`src/rtl/imem_fetch_ctrl_if.sv`:
```
// imem_fetch_ctrl_if: decode handshake, redirect, memory port and loader signals of the fetch controller
// master: the fetch controller; slave: decode, memory and loader side.
// FETCH_PERF_EN: adds the perf_fetch/perf_stall counter outputs.
interface imem_fetch_ctrl_if;
  logic        iready;
  logic        ivalid;
  logic [31:0] instr_out;
  logic [31:0] pc_out;
  logic        redirect;
  logic [31:0] redirect_pc;
  logic [31:0] mem_addr;
  logic [31:0] mem_rdata;
  logic        mem_we;
  logic [31:0] mem_wdata;
  logic        ld_req;
  logic [31:0] ld_addr;
  logic [31:0] ld_data;
  logic        ld_ack;
`ifdef FETCH_PERF_EN
  logic [31:0] perf_fetch;
  logic [31:0] perf_stall;
`endif
  modport master (
    input  iready, redirect, redirect_pc, mem_rdata, ld_req, ld_addr, ld_data,
`ifdef FETCH_PERF_EN
    output perf_fetch, perf_stall,
`endif
    output ivalid, instr_out, pc_out, mem_addr, mem_we, mem_wdata, ld_ack
  );
  modport slave (
    output iready, redirect, redirect_pc, mem_rdata, ld_req, ld_addr, ld_data,
`ifdef FETCH_PERF_EN
    input  perf_fetch, perf_stall,
`endif
    input  ivalid, instr_out, pc_out, mem_addr, mem_we, mem_wdata, ld_ack
  );
endinterface

```
`src/rtl/imem_fetch_ctrl.sv`:
```
// imem_fetch_ctrl: instruction fetch sequencer with a 2-entry return queue, sharing the memory port with a loader
// Ports: clk; rst_n (async, active-low); bus (imem_fetch_ctrl_if.master) carrying the decode
//   handshake (ivalid/iready/instr_out/pc_out), redirect/redirect_pc, the memory port
//   (mem_addr/mem_we/mem_wdata/mem_rdata) and the loader (ld_req/ld_addr/ld_data/ld_ack).
// FETCH_PERF_EN: when defined, drives the perf_fetch/perf_stall counters on bus.
module imem_fetch_ctrl #(
  parameter logic [31:0] RESET_PC   = 32'h0000_0000,
  parameter int          IMEM_WORDS = 256
) (
  input logic               clk,
  input logic               rst_n,
  imem_fetch_ctrl_if.master bus
);
  localparam logic [31:0] NOP = 32'h0000_0013;
  typedef enum logic {RUN, LOAD} state_t;
  state_t      state, state_n;
  logic [1:0]  cnt, cnt_n;
  logic [31:0] q_d [2];
  logic [31:0] q_p [2];
  logic [31:0] q_d_n [2];
  logic [31:0] q_p_n [2];
  logic        inflight, inflight_n;
  logic [31:0] if_pc, if_pc_n, fetch_pc, fetch_pc_n;
  logic        pop;
  logic [2:0]  occ;
  assign bus.ivalid    = state == RUN && cnt != 2'd0;
  assign bus.instr_out = q_d[0];
  assign bus.pc_out    = q_p[0];
  assign bus.mem_addr  = state == LOAD ? bus.ld_addr : fetch_pc;
  assign bus.mem_we    = state == LOAD && bus.ld_req;
  assign bus.ld_ack    = state == LOAD && bus.ld_req;
  assign bus.mem_wdata = bus.ld_data;
  assign pop = bus.ivalid && bus.iready;
  // slots that will be occupied after this edge, counting the read already in flight
  assign occ = 3'(cnt) + 3'(inflight) - 3'(pop);
  always_comb begin
    state_n    = state;
    cnt_n      = cnt - 2'(pop);
    q_d_n      = q_d;
    q_p_n      = q_p;
    inflight_n = 1'b0;
    if_pc_n    = if_pc;
    fetch_pc_n = fetch_pc;
    if (pop) begin
      q_d_n[0] = q_d[1];
      q_p_n[0] = q_p[1];
    end
    if (state == LOAD) begin
      if (!bus.ld_req) begin
        state_n    = RUN;
        cnt_n      = 2'd0;
        fetch_pc_n = RESET_PC;
      end
    end else if (bus.ld_req) begin
      state_n = LOAD;
    end else if (bus.redirect) begin
      cnt_n      = 2'd0;
      fetch_pc_n = bus.redirect_pc & ~32'd3;
    end else begin
      // occupancy never exceeds 2, so after the pop the tail slot is 0 or 1
      if (inflight) begin
        q_d_n[cnt_n[0]] = if_pc[31:2] >= 30'(IMEM_WORDS) ? NOP : bus.mem_rdata;
        q_p_n[cnt_n[0]] = if_pc;
        cnt_n           = cnt_n + 2'd1;
      end
      if (occ < 3'd2) begin
        inflight_n = 1'b1;
        if_pc_n    = fetch_pc;
        fetch_pc_n = fetch_pc + 32'd4;
      end
    end
  end
  always_ff @(posedge clk or negedge rst_n) begin
    if (!rst_n) begin
      state    <= RUN;
      cnt      <= 2'd0;
      q_d      <= '{NOP, NOP};
      q_p      <= '{RESET_PC, RESET_PC};
      inflight <= 1'b0;
      if_pc    <= RESET_PC;
      fetch_pc <= RESET_PC;
    end else begin
      state    <= state_n;
      cnt      <= cnt_n;
      q_d      <= q_d_n;
      q_p      <= q_p_n;
      inflight <= inflight_n;
      if_pc    <= if_pc_n;
      fetch_pc <= fetch_pc_n;
    end
  end
`ifdef FETCH_PERF_EN
  // pop implies RUN, so a RUN cycle without a pop is a stall
  always_ff @(posedge clk or negedge rst_n) begin
    if (!rst_n) begin
      bus.perf_fetch <= '0;
      bus.perf_stall <= '0;
    end else if (state == LOAD && !bus.ld_req) begin
      bus.perf_fetch <= '0;
      bus.perf_stall <= '0;
    end else begin
      bus.perf_fetch <= bus.perf_fetch + 32'(pop);
      bus.perf_stall <= bus.perf_stall + 32'(state == RUN && !pop);
    end
  end
`endif
endmodule

```
`src/flat_wrapper.sv`:
```
// flat-port wrapper written by rule: the top's interface ports become plain ports
module imem_fetch_ctrl_flat 
#(
  parameter logic [31:0] RESET_PC   = 32'h0000_0000,
  parameter int          IMEM_WORDS = 256
)
  (clk, rst_n, bus_iready, bus_redirect, bus_redirect_pc, bus_mem_rdata, bus_ld_req, bus_ld_addr, bus_ld_data, bus_ivalid, bus_instr_out, bus_pc_out, bus_mem_addr, bus_mem_we, bus_mem_wdata, bus_ld_ack);
  imem_fetch_ctrl_if bus_i ();
  input logic clk;
  input logic rst_n;
  input wire logic [$bits(bus_i.iready)-1:0] bus_iready;
  input wire logic [$bits(bus_i.redirect)-1:0] bus_redirect;
  input wire logic [$bits(bus_i.redirect_pc)-1:0] bus_redirect_pc;
  input wire logic [$bits(bus_i.mem_rdata)-1:0] bus_mem_rdata;
  input wire logic [$bits(bus_i.ld_req)-1:0] bus_ld_req;
  input wire logic [$bits(bus_i.ld_addr)-1:0] bus_ld_addr;
  input wire logic [$bits(bus_i.ld_data)-1:0] bus_ld_data;
  output wire logic [$bits(bus_i.ivalid)-1:0] bus_ivalid;
  output wire logic [$bits(bus_i.instr_out)-1:0] bus_instr_out;
  output wire logic [$bits(bus_i.pc_out)-1:0] bus_pc_out;
  output wire logic [$bits(bus_i.mem_addr)-1:0] bus_mem_addr;
  output wire logic [$bits(bus_i.mem_we)-1:0] bus_mem_we;
  output wire logic [$bits(bus_i.mem_wdata)-1:0] bus_mem_wdata;
  output wire logic [$bits(bus_i.ld_ack)-1:0] bus_ld_ack;
  assign bus_i.iready = bus_iready;
  assign bus_i.redirect = bus_redirect;
  assign bus_i.redirect_pc = bus_redirect_pc;
  assign bus_i.mem_rdata = bus_mem_rdata;
  assign bus_i.ld_req = bus_ld_req;
  assign bus_i.ld_addr = bus_ld_addr;
  assign bus_i.ld_data = bus_ld_data;
  assign bus_ivalid = bus_i.ivalid;
  assign bus_instr_out = bus_i.instr_out;
  assign bus_pc_out = bus_i.pc_out;
  assign bus_mem_addr = bus_i.mem_addr;
  assign bus_mem_we = bus_i.mem_we;
  assign bus_mem_wdata = bus_i.mem_wdata;
  assign bus_ld_ack = bus_i.ld_ack;
  imem_fetch_ctrl #(.RESET_PC(RESET_PC), .IMEM_WORDS(IMEM_WORDS)) u_core (.clk(clk), .rst_n(rst_n), .bus(bus_i));
endmodule
```
`config.mk`:
```
export PLATFORM = sky130hd
export DESIGN_NAME = imem_fetch_ctrl_flat
export DESIGN_NICKNAME = d
export VERILOG_FILES = /design/src/rtl/imem_fetch_ctrl_if.sv /design/src/rtl/imem_fetch_ctrl.sv /design/src/flat_wrapper.sv
export SDC_FILE = /design/constraint.sdc
export NUM_CORES = 1
export LEC_CHECK = 0
export ABC_CLOCK_PERIOD_IN_PS = 5200
export CORE_UTILIZATION = 40
export DETAILED_ROUTE_END_ITERATION = 10
export MAX_ROUTING_LAYER = met4
export PLACE_DENSITY = 0.69
export SLEW_MARGIN = 20
export SYNTH_ARGS = -nofsm -noshare
export SYNTH_HDL_FRONTEND = slang
export SYNTH_SLANG_ARGS = --single-unit
```
`constraint.sdc`:
```
create_clock -name clk -period 5.2 [get_ports clk]
set_clock_uncertainty 0.15 [all_clocks]
set_input_delay 0.78 -clock clk [delete_from_list [all_inputs] [get_ports clk]]
set_output_delay 0.78 -clock clk [all_outputs]
set_load 0.05 [all_outputs]
```
; After elaboration in Yosys (flattened, before gate mapping)
; Index checks and enable logic that the tools add are counted.
[word_totals]
ff_bits = 196
inputBits = 133
word_cells = 62
[classes]
addsub = 5
magnitude_cmp = 4
muxes = 31
bitwise = 4
reduce_logical = 9
[op_table]
columns = op, n
row1 = $mux W64, 8
row2 = $mux W32, 10
row3 = $bwmux W64, 2
row4 = $add A32 B3 Y32 const B, 1
row5 = $demux W32 S1, 1
row6 = $ge A30 B9 Y1 const B, 1
row7 = $mux W2, 5
row8 = $reduce_and A4 Y1, 2
row9 = $mux W1, 5
row10 = $logic_and A1 B1 Y1, 4
row11 = $add A2 B1 Y3, 1
row12 = $lt A3 B2 Y1 const B, 1
row13 = $not A1 Y1, 3
row14 = $reduce_bool A3 Y1, 1
row15 = $sub A3 B1 Y3, 1
row16 = $add A2 B1 Y2 const B, 1
row17 = $ge A2 B2 Y1 const B, 1
row18 = $lt A2 B1 Y1 const B, 1
row19 = $not A1 Y2, 1
row20 = $reduce_and A2 Y1, 1
row21 = $reduce_bool A2 Y1, 1
row22 = $sub A2 B1 Y2, 1

; Logic depth before layout (Yosys ltp)
[depth]
depth_word = 14
ltp_mapped = 16

; Worst setup path after synthesis
; OpenSTA, ideal clock, no wires.
[synth_path]
path_kind = register -> register
start = register u_core.state
end = register u_core.fetch_pc[9]
arrival_time_ns = 4.025
path_slack_ns = 0.960
path_stages_with_launch = 15
path_buffers = 4
synth_period_minus_slack_ns = 4.240
cell_sequence = dfrtp_1 > buf_2 > a21oi_1 > nand2_1 > buf_2 > buf_2 > inv_1 > ha_1 > nor2b_1 > fa_1 > o31a_1 > clkbuf_1 > or3_1 > a221oi_1 > a21o_1
[synth_via]
elab_chain_len = 7
word_cells_on_any_way = 8
classes_between = add/sub: 1 / order compare: 1 / mux: 1 / bitwise: 1 / reduce/logical: 4
[synth_rtl]
columns = item, line
row1 = start: declaration, imem_fetch_ctrl.sv:16  ; state_t state, state_n;
row2 = start signal: assignment, imem_fetch_ctrl.sv:83  ; state <= state_n;
row3 = $not A1 Y1 (no line), -
row4 = $logic_and A1 B1 Y1, imem_fetch_ctrl.sv:26  ; assign bus.ivalid = state == RUN && cnt != 2'd0;
row5 = named net bus_ivalid, flat_wrapper.sv:18  ; output wire logic [$bits(bus_i.ivalid)-1:0] bus_ivalid;
row6 = $logic_and A1 B1 Y1, imem_fetch_ctrl.sv:33  ; assign pop = bus.ivalid && bus.iready;
row7 = $sub A3 B1 Y3, imem_fetch_ctrl.sv:35  ; assign occ = 3'(cnt) + 3'(inflight) - 3'(pop);
row8 = $lt A3 B2 Y1, imem_fetch_ctrl.sv:66  ; if (occ < 3'd2) begin
row9 = $reduce_bool A3 Y1 (no line), -
row10 = $reduce_and A2 Y1 (no line), -
row11 = end signal: assignment, imem_fetch_ctrl.sv:89  ; fetch_pc <= fetch_pc_n;
row12 = end: declaration, imem_fetch_ctrl.sv:23  ; logic [31:0] if_pc, if_pc_n, fetch_pc, fetch_pc_n;
; The timed path passes the listed nets, and every way through them passes these cells.
; A chain may end at the register's enable or synchronous reset.

; Worst setup path after layout
[layout_path]
start = input bus_iready
end = register u_core.fetch_pc[29]
[layout_via]
elab_chain_len = 5
[layout_rtl]
columns = item, line
row1 = start: declaration, flat_wrapper.sv:11  ; input wire logic [$bits(bus_i.iready)-1:0] bus_iready;
row2 = $logic_and A1 B1 Y1, imem_fetch_ctrl.sv:33
row3 = $sub A3 B1 Y3, imem_fetch_ctrl.sv:35
row4 = $lt A3 B2 Y1, imem_fetch_ctrl.sv:66
row5 = $reduce_bool A3 Y1 (no line), -
row6 = $reduce_and A2 Y1 (no line), -
; Every way passes these cells.

==> results_dict.tcl <==
set metrics [dict create \
    wl_per_cell_microns 16.1 \
    clk_pin_slew_ns 0.08 \
    place.gp.congestion 0.787 \
    ir_drop_uv 168 \
    portBuffers 197 \
    cts_setup_buffers 0 \
    hp-class "input port to async pin" \
    r2r_cells 12 \
    critical_path_class "input port to flop" \
    status "finished, final reports clean" \
    drv_slew 0 \
    tns_ns 0 \
    drtIter0Drc 420 \
    drive_gt1_share_pct 11.4 \
    num_vias 7155 \
    track_usage_pct 18.7 \
    core_area_sq_mm 0.0242 \
    rsz0062_at_grt "false" \
    synth_ff_type "dfrtp_1" \
    die_height_microns 159 \
    crit_path_end_kind "flop" \
    fillers 2276 \
    antenna_left 0 \
    power_density_mw_per_mm2 391 \
    p_sw_share_pct 37.7 \
    syn2layout_area_growth_pct 20.3 \
    hold_viol_final 0 \
    start_util_pct 40.7 \
    clock-root-buffer "clkbuf_16" \
    dr.pass1.iters 4 \
    overflow 0 \
    synth_edf_count 0 \
    ctsHtreeMaxLevel 4 \
    finalSetupViolCount 0 \
    antenna_cells 0 \
    mostFrequentLayoutCell "nand2_1" \
    cts_resized 0 \
    tightest_slew_ns 0.873 \
    cts_inserted_buffers 17 \
    critPathLaunchType "input port" \
    crit_required_ns 5.41 \
    synth_nets 1147 \
    yosysWarnings 0 \
    ios 264 \
    cap_violations 0 \
    pwr-share-clk_pct 27.7 \
    grt_pass1_wl_microns 36800 \
    rrSetupSlack_ns 1.04 \
    postSynthAreaPerCell_sq_um 9.76 \
    fmax_ghz 0.240 \
    die_area_sq_mm 0.0253 \
    drc 0 \
    synthArstFlopShare_pct 100 \
    p_seq_share_pct 42.1 \
    min_period_ns 4.17 \
    routed_wl_microns 22700 \
    power_leakage_nw 5.44 \
    hpwl_microns 15000 \
    final_cell_mix "nand2_1, clkdlybuf4s50_1, dfrtp_1" \
    slew_headroom_pct 41.8 \
    grt_max_degree 108 \
    p_int_mw 2.88 \
    fin_crit_sh_pct 80.1 \
    die_x_microns 159 \
    critPathMaxFanout 28 \
    cts_tree "done" \
    power_switching_mw 1.75 \
    grt_antenna_before_repair 0 \
    rows 57 \
    netlist_area_sq_mm 0.00986 \
    cp_data_arrival_time_ns 4.38 \
    fin_nets 1209 \
    crit_end "u_core.fetch_pc[29]" \
    seq_area_frac_synth_pct 48.3 \
    vias_per_cell 5.08 \
    startpoint "bus_iready" \
    grt_pass1_vias 6949 \
    rr_startpoint "u_core.cnt[1]" \
    synth.distinct_cells 56 \
    synth.ff_latch_count 190 \
    clock_latency_ns 0.43 \
    whs_ns 0.305 \
    cts_hold_buf 0 \
    cts_buffer_depth 2 \
    synthCells 1010 \
    cts_sinks 190 \
    r2r_end "u_core.fetch_pc[29]" \
    comb_power_share_pct 30.2 \
]
## power by group through the flow
| stage | clock (mW) | sequential (mW) | combinational [mW] |
|---|---|---|---|
| finish | 1.28 | 1.95 | 1.40 |
| floorplan | 0 | 1.88 | 1.18 |
| global route | 1.37 | 1.99 | 1.49 |
| CTS | 1.31 | 1.95 | 1.41 |
| global placement | 0 | 1.97 | 1.39 |
| detailed placement | 0 | 1.98 | 1.41 |
## worst min path at each step
stage / startpoint / slack (ns) / cells past startpoint / endpoint
after floorplan: u_core.q_d[12] / 0.30 / 2 / u_core.q_d[12]
after global placement: u_core.q_d[21] / 0.31 / 2 / u_core.q_d[21]
after detailed placement: u_core.q_d[27] / 0.32 / 2 / u_core.q_d[27]
after CTS: u_core.q_d[22] / 0.34 / 2 / u_core.q_d[22]
after global routing: u_core.q_d[26] / 0.36 / 2 / u_core.q_d[26]
final: rst_n / 0.31 / 1 / u_core.fetch_pc[3]
## per-stage QoR
stage	utilization, %	power, mW	cells	setup slack (ns)	area [sq um]
global route	48.9	4.85	1409	0.809	11900
finish	48.9	4.63	1409	1.03	11900
detailed placement	46.5	3.38	1377	0.708	11300
global placement	46.5	3.36	1377	0.725	11300
floorplan	-	3.06	1010	0.960	9860
CTS	48.9	4.68	1409	1.16	11900
## synthesized netlist by cell type (2+ instances only)
master	number	area, sq um
a21oi_1	19	95.1
dfstp_2	6	158
inv_1	8	30.0
clkbuf_2	2	10.0
nand3_1	45	225
buf_2	27	135
a22oi_1	7	52.6
mux2_2	56	631
a22o_1	4	35.0
mux2i_1	63	631
clkbuf_1	24	90.1
nor3_1	6	30.0
and2_1	5	31.3
dfrtp_1	184	4600
xnor2_1	6	52.6
a32oi_1	5	43.8
o21ai_0	84	420
buf_1	3	11.3
nor2b_1	2	12.5
o31ai_1	4	30.0
nand3_2	3	30.0
nand2_1	199	747
o311ai_1	3	26.3
and3_1	8	50.1
nor4_2	2	25.0
nor4_1	4	25.0
xor2_1	5	43.8
nor2_1	18	67.6
ha_1	3	37.5
or4_4	2	22.5
buf_6	4	45.0
or3_1	6	37.5
a21o_1	2	15.0
o31a_1	2	17.5
nand2b_1	6	37.5
nand4_1	12	75.1
o21ai_1	46	230
and4_1	2	17.5
buf_4	105	788
nor4_4	2	42.5
## worst max-delay path, cell delays in order
cell and delay [ns]:
clkdlybuf4s50_1 0.46, nand2_4 0.31, inv_1 0.08, ha_1 0.32
nor2b_1 0.44, fa_1 0.57, or3_1 0.67, inv_2 0.20
buf_4 0.31, a21oi_1 0.12, o21ai_1 0.12
## metal layers
metal  GRT usage [%]  share of wire [%]
met5               -                  0
met1            25.3                 48
met4            5.42                1.2
met3            3.02                4.7
met2            28.8                 46
## state kept, by name, summed over array words and instances (netlist names)
name                  count
u_core.bus.instr_out     32
u_core.bus.pc_out        32
u_core.cnt                2
u_core.fetch_pc          30
u_core.if_pc             30
u_core.inflight           1
u_core.q_d               32
u_core.q_p               30
u_core.state              1
## cells by family (layout without fill, tap and decap cells)
kind of cell               after synthesis  count (layout)  synth area share [%]
adders and majority gates                4               4                 0.584
AOI/OAI and AO/OA                      183             183                  10.4
DFF                                    190             190                  48.3
buffers and inverters                  174             249                  11.3
xor gates and xnor gates                11              11                 0.977
and+or+nand+nor                        329             329                  15.6
muxes                                  119             119                  12.8
## area by class of cell
cell class | count | area [sq um] | share of cell area, %
Timing Repair Buffer | 208 | 2070 | 17.5
Inverter | 9 | 33.8 | 0.285
Sequential cell | 190 | 4760 | 40.2
Clock inverter | 13 | 121 | 1.02
Tap cell | 324 | 405 | 3.42
Multi-Input combinational cell | 646 | 4010 | 33.8
Clock buffer | 19 | 453 | 3.82
Note: power is estimated with default switching activity, not from simulation.
